### config.mk
export PLATFORM = sky130hd
export DESIGN_NAME = box_crop_reader
export DESIGN_NICKNAME = d
export VERILOG_FILES = /design/src/rtl/box_crop_reader.sv
export SDC_FILE = /design/constraint.sdc
export NUM_CORES = 1
export LEC_CHECK = 0
export BUFFER_PORTS_ARGS = -buffer_cell sky130_fd_sc_hd__buf_2
export CORE_MARGIN = 1.5
export CORE_UTILIZATION = 53
export CTS_CLUSTER_SIZE = 30
export DETAILED_ROUTE_END_ITERATION = 8
export GPL_TIMING_DRIVEN = 0
export PLACE_DENSITY = 0.78
export SLEW_MARGIN = 5
export SYNTH_ARGS = -nofsm -noshare
export SYNTH_HDL_FRONTEND = slang
export SYNTH_SLANG_ARGS = --single-unit
### constraint.sdc
create_clock -name CLOCK_50 -period 5.75 [get_ports CLOCK_50]
set_input_delay 1.15 -clock CLOCK_50 [delete_from_list [all_inputs] [get_ports CLOCK_50]]
set_output_delay 1.15 -clock CLOCK_50 [all_outputs]
set_load 0.005 [all_outputs]
### src/rtl/box_crop_reader.sv
`default_nettype none
// ============================================================================
//  Module   : box_crop_reader
//  Purpose  : Reads the pixels inside a bounding box out of a BMP-ordered
//             frame buffer (bottom row first, 3 bytes per pixel, B,G,R) and
//             streams them row by row as 24-bit {R,G,B} words on a
//             valid/ready interface.
//  Revision : 1.0  initial release
// ----------------------------------------------------------------------------
//  Ports
//    CLOCK_50   in   1       single clock, rising edge
//    reset_n    in   1       asynchronous active-low reset
//    start      in   1       crop request, sampled only while idle
//    box        in   32      {xMin, xMax, yMin, yMax}
//    mem_rd_en  out  1       frame-buffer read strobe
//    mem_addr   out  ADDR_W  frame-buffer byte address
//    mem_rdata  in   8       read data, valid the cycle after mem_rd_en
//    pix_valid  out  1       pixel word / coordinates valid
//    pix_ready  in   1       downstream accepts the pixel
//    pix_data   out  24      {R,G,B}
//    pix_x      out  8       column relative to xMin
//    pix_y      out  8       row relative to yMin
//    crop_w     out  8       xMax-xMin+1 (mod 256), latched at start
//    crop_h     out  8       yMax-yMin+1 (mod 256), latched at start
//    busy       out  1       high whenever not idle
//    done       out  1       one-cycle end-of-job pulse
//    empty      out  1       qualifies done: box holds no pixels
//    err        out  1       qualifies done: box exceeds the image
// ============================================================================
module box_crop_reader #(
  parameter int WIDTH  = 160,
  parameter int HEIGHT = 90,
  parameter int ADDR_W = 16
) (
  input  logic              CLOCK_50,
  input  logic              reset_n,
  input  logic              start,
  input  logic [31:0]       box,
  output logic              mem_rd_en,
  output logic [ADDR_W-1:0] mem_addr,
  input  logic [7:0]        mem_rdata,
  output logic              pix_valid,
  input  logic              pix_ready,
  output logic [23:0]       pix_data,
  output logic [7:0]        pix_x,
  output logic [7:0]        pix_y,
  output logic [7:0]        crop_w,
  output logic [7:0]        crop_h,
  output logic              busy,
  output logic              done,
  output logic              empty,
  output logic              err
);

  // Address arithmetic constants, sized to the full address width so the
  // product never truncates before reaching mem_addr.
  localparam logic [ADDR_W-1:0] C_LAST_ROW = ADDR_W'(HEIGHT - 1);
  localparam logic [ADDR_W-1:0] C_WIDTH    = ADDR_W'(WIDTH);
  localparam logic [ADDR_W-1:0] C_BPP      = ADDR_W'(3);

  typedef enum logic [2:0] {
    S_IDLE    = 3'd0,
    S_CHECK   = 3'd1,
    S_FETCH   = 3'd2,
    S_LAST    = 3'd3,
    S_PRESENT = 3'd4,
    S_DONE    = 3'd5
  } state_t;

  state_t      state_q, state_d;

  // Latched box corners
  logic [7:0]  xmin_q, xmin_d;
  logic [7:0]  xmax_q, xmax_d;
  logic [7:0]  ymin_q, ymin_d;
  logic [7:0]  ymax_q, ymax_d;

  // Current pixel (absolute image coordinates) and colour-byte index
  logic [7:0]  cx_q, cx_d;
  logic [7:0]  cy_q, cy_d;
  logic [1:0]  c_q, c_d;

  // One-cycle read pipeline: which slot the returning byte belongs to
  logic        rd_pend_q, rd_pend_d;
  logic [1:0]  cap_c_q, cap_c_d;

  // Assembled pixel bytes
  logic [7:0]  b_q, b_d;
  logic [7:0]  g_q, g_d;
  logic [7:0]  r_q, r_d;

  // Job-level outputs
  logic [7:0]  crop_w_q, crop_w_d;
  logic [7:0]  crop_h_q, crop_h_d;
  logic        empty_q, empty_d;
  logic        err_q, err_d;

  // Combinational helpers
  logic              x_oob;
  logic              y_oob;
  logic [ADDR_W-1:0] row_from_bottom;
  logic [ADDR_W-1:0] pix_index;
  logic [ADDR_W-1:0] byte_addr;

  // --------------------------------------------------------------------------
  // Range check against the image size. Only the max corners need checking:
  // if a min corner is out of range while its max is in range, the box is
  // empty, which the next test catches.
  // --------------------------------------------------------------------------
  assign x_oob = int'(xmax_q) > (WIDTH - 1);
  assign y_oob = int'(ymax_q) > (HEIGHT - 1);

  // --------------------------------------------------------------------------
  // BMP stores the bottom image row first, so image row cy lives at buffer
  // row HEIGHT-1-cy.
  // --------------------------------------------------------------------------
  assign row_from_bottom = C_LAST_ROW - ADDR_W'(cy_q);
  assign pix_index       = row_from_bottom * C_WIDTH + ADDR_W'(cx_q);
  assign byte_addr       = pix_index * C_BPP + ADDR_W'(c_q);

  // --------------------------------------------------------------------------
  // Next-state and datapath
  // --------------------------------------------------------------------------
  always_comb begin
    state_d  = state_q;
    xmin_d   = xmin_q;
    xmax_d   = xmax_q;
    ymin_d   = ymin_q;
    ymax_d   = ymax_q;
    cx_d     = cx_q;
    cy_d     = cy_q;
    c_d      = c_q;
    b_d      = b_q;
    g_d      = g_q;
    r_d      = r_q;
    crop_w_d = crop_w_q;
    crop_h_d = crop_h_q;
    empty_d  = empty_q;
    err_d    = err_q;

    // A read issued last cycle returns now; park it in its colour slot.
    rd_pend_d = (state_q == S_FETCH);
    cap_c_d   = c_q;
    if (rd_pend_q) begin
      case (cap_c_q)
        2'd0:    b_d = mem_rdata;
        2'd1:    g_d = mem_rdata;
        default: r_d = mem_rdata;
      endcase
    end

    case (state_q)
      S_IDLE: begin
        if (start) begin
          xmin_d   = box[31:24];
          xmax_d   = box[23:16];
          ymin_d   = box[15:8];
          ymax_d   = box[7:0];
          crop_w_d = box[23:16] - box[31:24] + 8'd1;
          crop_h_d = box[7:0]   - box[15:8]  + 8'd1;
          empty_d  = 1'b0;
          err_d    = 1'b0;
          state_d  = S_CHECK;
        end
      end

      S_CHECK: begin
        if (x_oob || y_oob) begin
          err_d   = 1'b1;
          state_d = S_DONE;
        end else if ((xmin_q > xmax_q) || (ymin_q > ymax_q)) begin
          // Includes the upstream "nothing found" box {W-1,0,H-1,0}.
          empty_d = 1'b1;
          state_d = S_DONE;
        end else begin
          cx_d    = xmin_q;
          cy_d    = ymin_q;
          c_d     = 2'd0;
          state_d = S_FETCH;
        end
      end

      S_FETCH: begin
        if (c_q == 2'd2) begin
          c_d     = 2'd0;
          state_d = S_LAST;
        end else begin
          c_d = c_q + 2'd1;
        end
      end

      // R byte lands this cycle via the capture path above.
      S_LAST: begin
        state_d = S_PRESENT;
      end

      S_PRESENT: begin
        if (pix_ready) begin
          if (cx_q != xmax_q) begin
            cx_d    = cx_q + 8'd1;
            state_d = S_FETCH;
          end else if (cy_q != ymax_q) begin
            cx_d    = xmin_q;
            cy_d    = cy_q + 8'd1;
            state_d = S_FETCH;
          end else begin
            state_d = S_DONE;
          end
        end
      end

      S_DONE: begin
        state_d = S_IDLE;
      end

      default: begin
        state_d = S_IDLE;
      end
    endcase
  end

  // --------------------------------------------------------------------------
  // State registers
  // --------------------------------------------------------------------------
  always_ff @(posedge CLOCK_50 or negedge reset_n) begin
    if (!reset_n) begin
      state_q   <= S_IDLE;
      xmin_q    <= 8'd0;
      xmax_q    <= 8'd0;
      ymin_q    <= 8'd0;
      ymax_q    <= 8'd0;
      cx_q      <= 8'd0;
      cy_q      <= 8'd0;
      c_q       <= 2'd0;
      rd_pend_q <= 1'b0;
      cap_c_q   <= 2'd0;
      b_q       <= 8'd0;
      g_q       <= 8'd0;
      r_q       <= 8'd0;
      crop_w_q  <= 8'd0;
      crop_h_q  <= 8'd0;
      empty_q   <= 1'b0;
      err_q     <= 1'b0;
    end else begin
      state_q   <= state_d;
      xmin_q    <= xmin_d;
      xmax_q    <= xmax_d;
      ymin_q    <= ymin_d;
      ymax_q    <= ymax_d;
      cx_q      <= cx_d;
      cy_q      <= cy_d;
      c_q       <= c_d;
      rd_pend_q <= rd_pend_d;
      cap_c_q   <= cap_c_d;
      b_q       <= b_d;
      g_q       <= g_d;
      r_q       <= r_d;
      crop_w_q  <= crop_w_d;
      crop_h_q  <= crop_h_d;
      empty_q   <= empty_d;
      err_q     <= err_d;
    end
  end

  // --------------------------------------------------------------------------
  // Outputs. Address and pixel fields are forced to zero when not qualified
  // so the bus is quiet outside reads / valid pixels (and 0 out of reset,
  // where the coordinate registers would otherwise decode to a real address).
  // --------------------------------------------------------------------------
  assign mem_rd_en = (state_q == S_FETCH);
  assign mem_addr  = mem_rd_en ? byte_addr : '0;

  assign pix_valid = (state_q == S_PRESENT);
  assign pix_data  = pix_valid ? {r_q, g_q, b_q} : 24'd0;
  assign pix_x     = pix_valid ? (cx_q - xmin_q) : 8'd0;
  assign pix_y     = pix_valid ? (cy_q - ymin_q) : 8'd0;

  assign crop_w    = crop_w_q;
  assign crop_h    = crop_h_q;
  assign busy      = (state_q != S_IDLE);
  assign done      = (state_q == S_DONE);
  assign empty     = empty_q;
  assign err       = err_q;

endmodule
`default_nettype wire
Word level (Yosys, flattened, before mapping)
Cells that the tools add are included.
- bits in registers: 98
- latch bits: 0
- memory bits (writable): 0
- bits in read-only memories: 0
- input port bits: 44
- logic and storage cells: 108
- memories: 0
- add/subtract/negate cells: 12
- multiply operators: 2
- divide/modulo/power cells: 0
- magnitude comparators: 4
- equality and inequality tests: 19
- shifts and indexed selects: 0
- mux-type cells: 34
- bitwise operators: 1
- reductions and logical operators: 19
- operator list (cell ; number):
    8-bit two-way mux ; 12
    8-bit by 1-bit adder with 8-bit output, second input constant ; 4
    8-bit case mux with 2 select lines ; 2
    8-bit subtractor ; 4
    24-bit two-way mux ; 1
    3-bit two-way mux ; 7
    16-bit by 2-bit adder with 16-bit output ; 1
    16-bit by 8-bit adder with 16-bit output ; 1
    8-bit > comparator ; 2
    16-bit by 2-bit multiplier with 16-bit output, second input constant ; 1
    16-bit by 3-bit multiplier with 11-bit output, second input constant ; 1
    16-bit two-way mux ; 1
    8-bit != test ; 2
    3-bit case mux with 5 select lines ; 1
    2-bit != test, second input constant ; 6
    3-bit AND reduction ; 3
    7-bit by 8-bit subtractor with 9-bit output, first input constant ; 1
    8-bit by 7-bit > comparator with 1-bit output, second input constant ; 1
    8-bit > comparator, second input constant ; 1
    2-bit AND reduction ; 4
    3-bit by 2-bit == test with 1-bit output, second input constant ; 2
    3-bit == test, second input constant ; 2
    2-bit two-way mux ; 3
    2-bit by 1-bit != test with 1-bit output, second input constant ; 3
    other kinds (18) ; 25

Depth between registers and ports, before layout
- depth in word-level cells: 6
- gate-level depth with buffers: 19
- mapped depth without buffers: 19

Least setup slack after synthesis
No wires, ideal clock.
- kind: flip-flop to output port
- start point: register cy_q[1]
- end point: output port mem_addr[15]
- data arrival time: 4588 ps
- required time: 4600 ps
- slack: 12 ps
- cell stages (with the launch flop): 19
- buffers on the path: 0
- cell sequence: dfrtp_1 inv_1 ha_1 xor2_1 ha_1 ha_1 inv_1 fa_1 nor4b_1 and4bb_2 xor2_1 ha_1 ha_1 nand3_1 nor2_1 o21a_1 o41ai_1 xnor3_1 nor2_1
- cells in the longest elaborated chain, start to end: 6
- RTL lines (element ; RTL line ; text):
    start, declared ; 80 ; logic [7:0] cy_q, cy_d;
    start signal, assigned ; 251 ; cy_q <= cy_d;
    7-bit by 8-bit subtractor with 9-bit output ; 117 ; assign row_from_bottom = C_LAST_ROW - ADDR_W'(cy_q);
    16-bit by 3-bit multiplier with 11-bit output ; 118 ; assign pix_index = row_from_bottom * C_WIDTH + ADDR_W'(cx_q);
    16-bit by 8-bit adder with 16-bit output ; 118 ;
    16-bit by 2-bit multiplier with 16-bit output ; 119 ; assign byte_addr = pix_index * C_BPP + ADDR_W'(c_q);
    16-bit by 2-bit adder with 16-bit output ; 119 ;
    16-bit two-way mux ; 271 ; assign mem_addr = mem_rd_en ? byte_addr : '0;
    end, declared ; 40 ; output logic [ADDR_W-1:0] mem_addr,
No other way between the ends.

Final worst setup path
- start point: register cy_q[2]
- end point: output port mem_addr[15]
The elaborated chain is that of the path after synthesis.

==> flow_summary.ini <==
[layout]
final_util_pct = 66.3
layout_commonest_cell = buf_2
areaGrowthSynthToFinish_pct = 20.7
multi_input_area_um2 = 5110
n_fill_cell = 1154
num-nets-final = 1161
seq_area_um2 = 2460
diodes = 0
most-common-layout-cells = buf_2 (123), nand2_1 (108), ha_1 (99), dfrtp_1 (94), inv_1 (66)
drive_gt1_share_pct = 23.8

[detailed_routing]
wl_per_cell_um = 16.0
drt_pass1_iterations = 5
ant_nets = 0
drt_iter0_drc = 296
wirelength_um = 19000
drcViolationCount = 0
vias = 6656
vias_per_cell = 5.60

[yosys]
yosys-top-cells-area = dfrtp_1 (32%), ha_1 (17%), nand2_1 (5.3%)
synthXorXnorAreaFrac_pct = 8.39
synth_top_cell_by_area = dfrtp_1
yosys.area.top_type_share_pct = 31.9
synthCells = 854
yosys.area_share.simple_pct = 15.9
ys_async_sr_fraction_pct = 100
ys_warn_count = 0
synth_area_um2 = 7680
ys_seq_elements = 98
synth_top_family_by_area = adder cells
synth_ff_type = dfrtp_1
synth_compound_area_share_pct = 15.9
synth_fp_nets = 1012
synthMuxAreaShare_pct = 3.67
synth-edff-count = 0
synthAdderAreaFrac_pct = 19.4
syn_area_per_cell_um2 = 8.99
synth-seq-area-share_pct = 31.9
synth_cell_types = 62

[timing]
period_share_pct = 101
finalHoldViolCount = 0
setup_violations = 1
post-route-worst-setup-slack_ns = -0.0523
relSlewSlack_pct = 18.7
max_freq_mhz = 172
worstMarginPinSlew_ns = 1.22
slew_violations = 0
whs_ns = 0.470
rsz0062_at_grt = yes
fin_skew_ns = 0.00954
post-route-min-period_ns = 5.80

[flow_run]
drv_cap = 0

[die]
die-area_um2 = 15200
core_um2 = 14000
boundaryPins = 122
fp.dieH_um = 123
start_util_pct = 54.9
rows = 43
die_w_um = 123

[critical_path]
start_kind = flop
crit_required_ns = 4.60
cp-end-kind = primary output
crit_type = reg -> out
cp_max_fo = 3
cp_data_arrival_time_ns = 4.65

[global_route]
antenna_found_initial = 0
grt_first_pass_wirelength_um = 29400
grt_pass1_vias = 6130
grt_max_degree = 68
grt_remaining_overflow = 0
grt_use_total_pct = 24.6

[status]
run_status = finished with violations
violations = negative setup slack

[placement]
gp_congestion = 0.858
portBuffers = 121
dp_slack_ns = -0.662
post-dp-hpwl_um = 14200

[clock_network]
htree_levels = 3
cts_tree = yes
clkSinkCount = 98
holdBufCountCts = 0
clkTransAtPathRegs_ns = 0.07
cts_buffers = 9
insertion_delay_ns = 0.35
clk_path_buf_depth = 2
cts_root_buf = clkbuf_16

[worst_hold_path]
hold_class = reg -> reg
[cells in the mapped netlist, types with 3 or more instances]
| master | count |
|---|---|
| o21ai_0 | 67 |
| nor2_1 | 50 |
| o21ai_1 | 3 |
| ha_1 | 106 |
| dfrtp_1 | 98 |
| nand2b_1 | 6 |
| a21o_1 | 30 |
| nor4_1 | 4 |
| mux2_2 | 25 |
| buf_2 | 3 |
| nor3_1 | 7 |
| o21a_1 | 5 |
| o22ai_1 | 5 |
| xor2_1 | 40 |
| nand2_1 | 108 |
| xnor2_1 | 31 |
| fa_1 | 8 |
| inv_1 | 69 |
| nand3_1 | 11 |
| a31oi_1 | 4 |
| nor2b_1 | 9 |
| nand4_1 | 8 |
| clkbuf_1 | 20 |
| and3_1 | 32 |
| a21oi_1 | 56 |
| nor3b_1 | 4 |
[state kept, by name (all words and copies together), names as in the netlist, 3 cells and up]
register and cells:
cx_q 8, g_q 8, r_q 8, cy_q 8, crop_h 8, xmin_q 8
crop_w 8, xmax_q 8, ymax_q 8, b_q 8, ymin_q 8, state_q 3
[cells by family after synthesis]
| kind of cell | Yosys count |
|---|---|
| buf+inv | 96 |
| xor+xnor | 72 |
| fa+ha+maj | 114 |
| compound gates | 194 |
| simple gates | 255 |
| flops | 98 |
| mux | 25 |
[routing by layer]
layer	up-vias	track usage (%)	part of all wire (%)
met1	3190	32.2	43
met4	0	5.24	1.6
met2	177	43.5	51
met5	-	0	0
met3	27	3.14	4.3
li1	3262	-	-
[worst max-delay path: stages (launching register included)]
cell and delay (ns):
dfrtp_2 0.44, inv_4 0.09, ha_4 0.17, xor2_4 0.22, ha_4 0.24, ha_4 0.16
inv_2 0.05, fa_2 0.47, nor4b_4 0.35, and4bb_2 0.37, buf_6 0.12, nand3_2 0.09
xor2_1 0.16, ha_1 0.29, ha_2 0.35, nor2_1 0.04, nor2_1 0.16, o41ai_2 0.10
xnor3_1 0.19, nor2_1 0.10, buf_2 0.12
[final timing paths]
check                          start            to  slack [ns]  cells after the start
max in group asynchronous    reset_n     crop_h[3]        4.33                      2
min reg2reg                crop_w[1]     crop_w[1]        0.47                      2
max reg2reg                ymax_q[1]       cy_q[7]        3.04                     11
min                        crop_w[1]     crop_w[1]        0.47                      2
max                          cy_q[2]  mem_addr[15]       -0.05                     20
min in group asynchronous    reset_n        r_q[2]        0.75                      1
[layout make-up]
type                    count  area share [%]
plain buffers              26            1.17
clock inverters             6           0.972
flip-flops and latches     98            26.5
repair buffers            139            8.41
clock buffers              10            2.58
well taps                 180            2.43
inverters                  69            2.82
multi-input cells         660            55.1
[metrics by stage]
step                      setup TNS [ns]  instances  instance area (um2)
after floorplan                        0        854                 7680
after global routing              -0.424       1188                 9270
after CTS                              0       1175                 8990
final                            -0.0523       1188                 9270
after detailed placement           -1.17       1156                 8540
after global placement            -0.883       1155                 8510
[what timing repair did]
| action | 4_1_cts | 5_1_grt |
|---|---|---|
| buffers inserted | 4 | 13 |
| pin swaps | 3 | 20 |
| gates resized for setup | 18 | 34 |
| setup endpoints to repair | 5 | 4 |
Power is not shown: default switching activity piles up to over one toggle a cycle in this logic, so the estimate is an artifact.
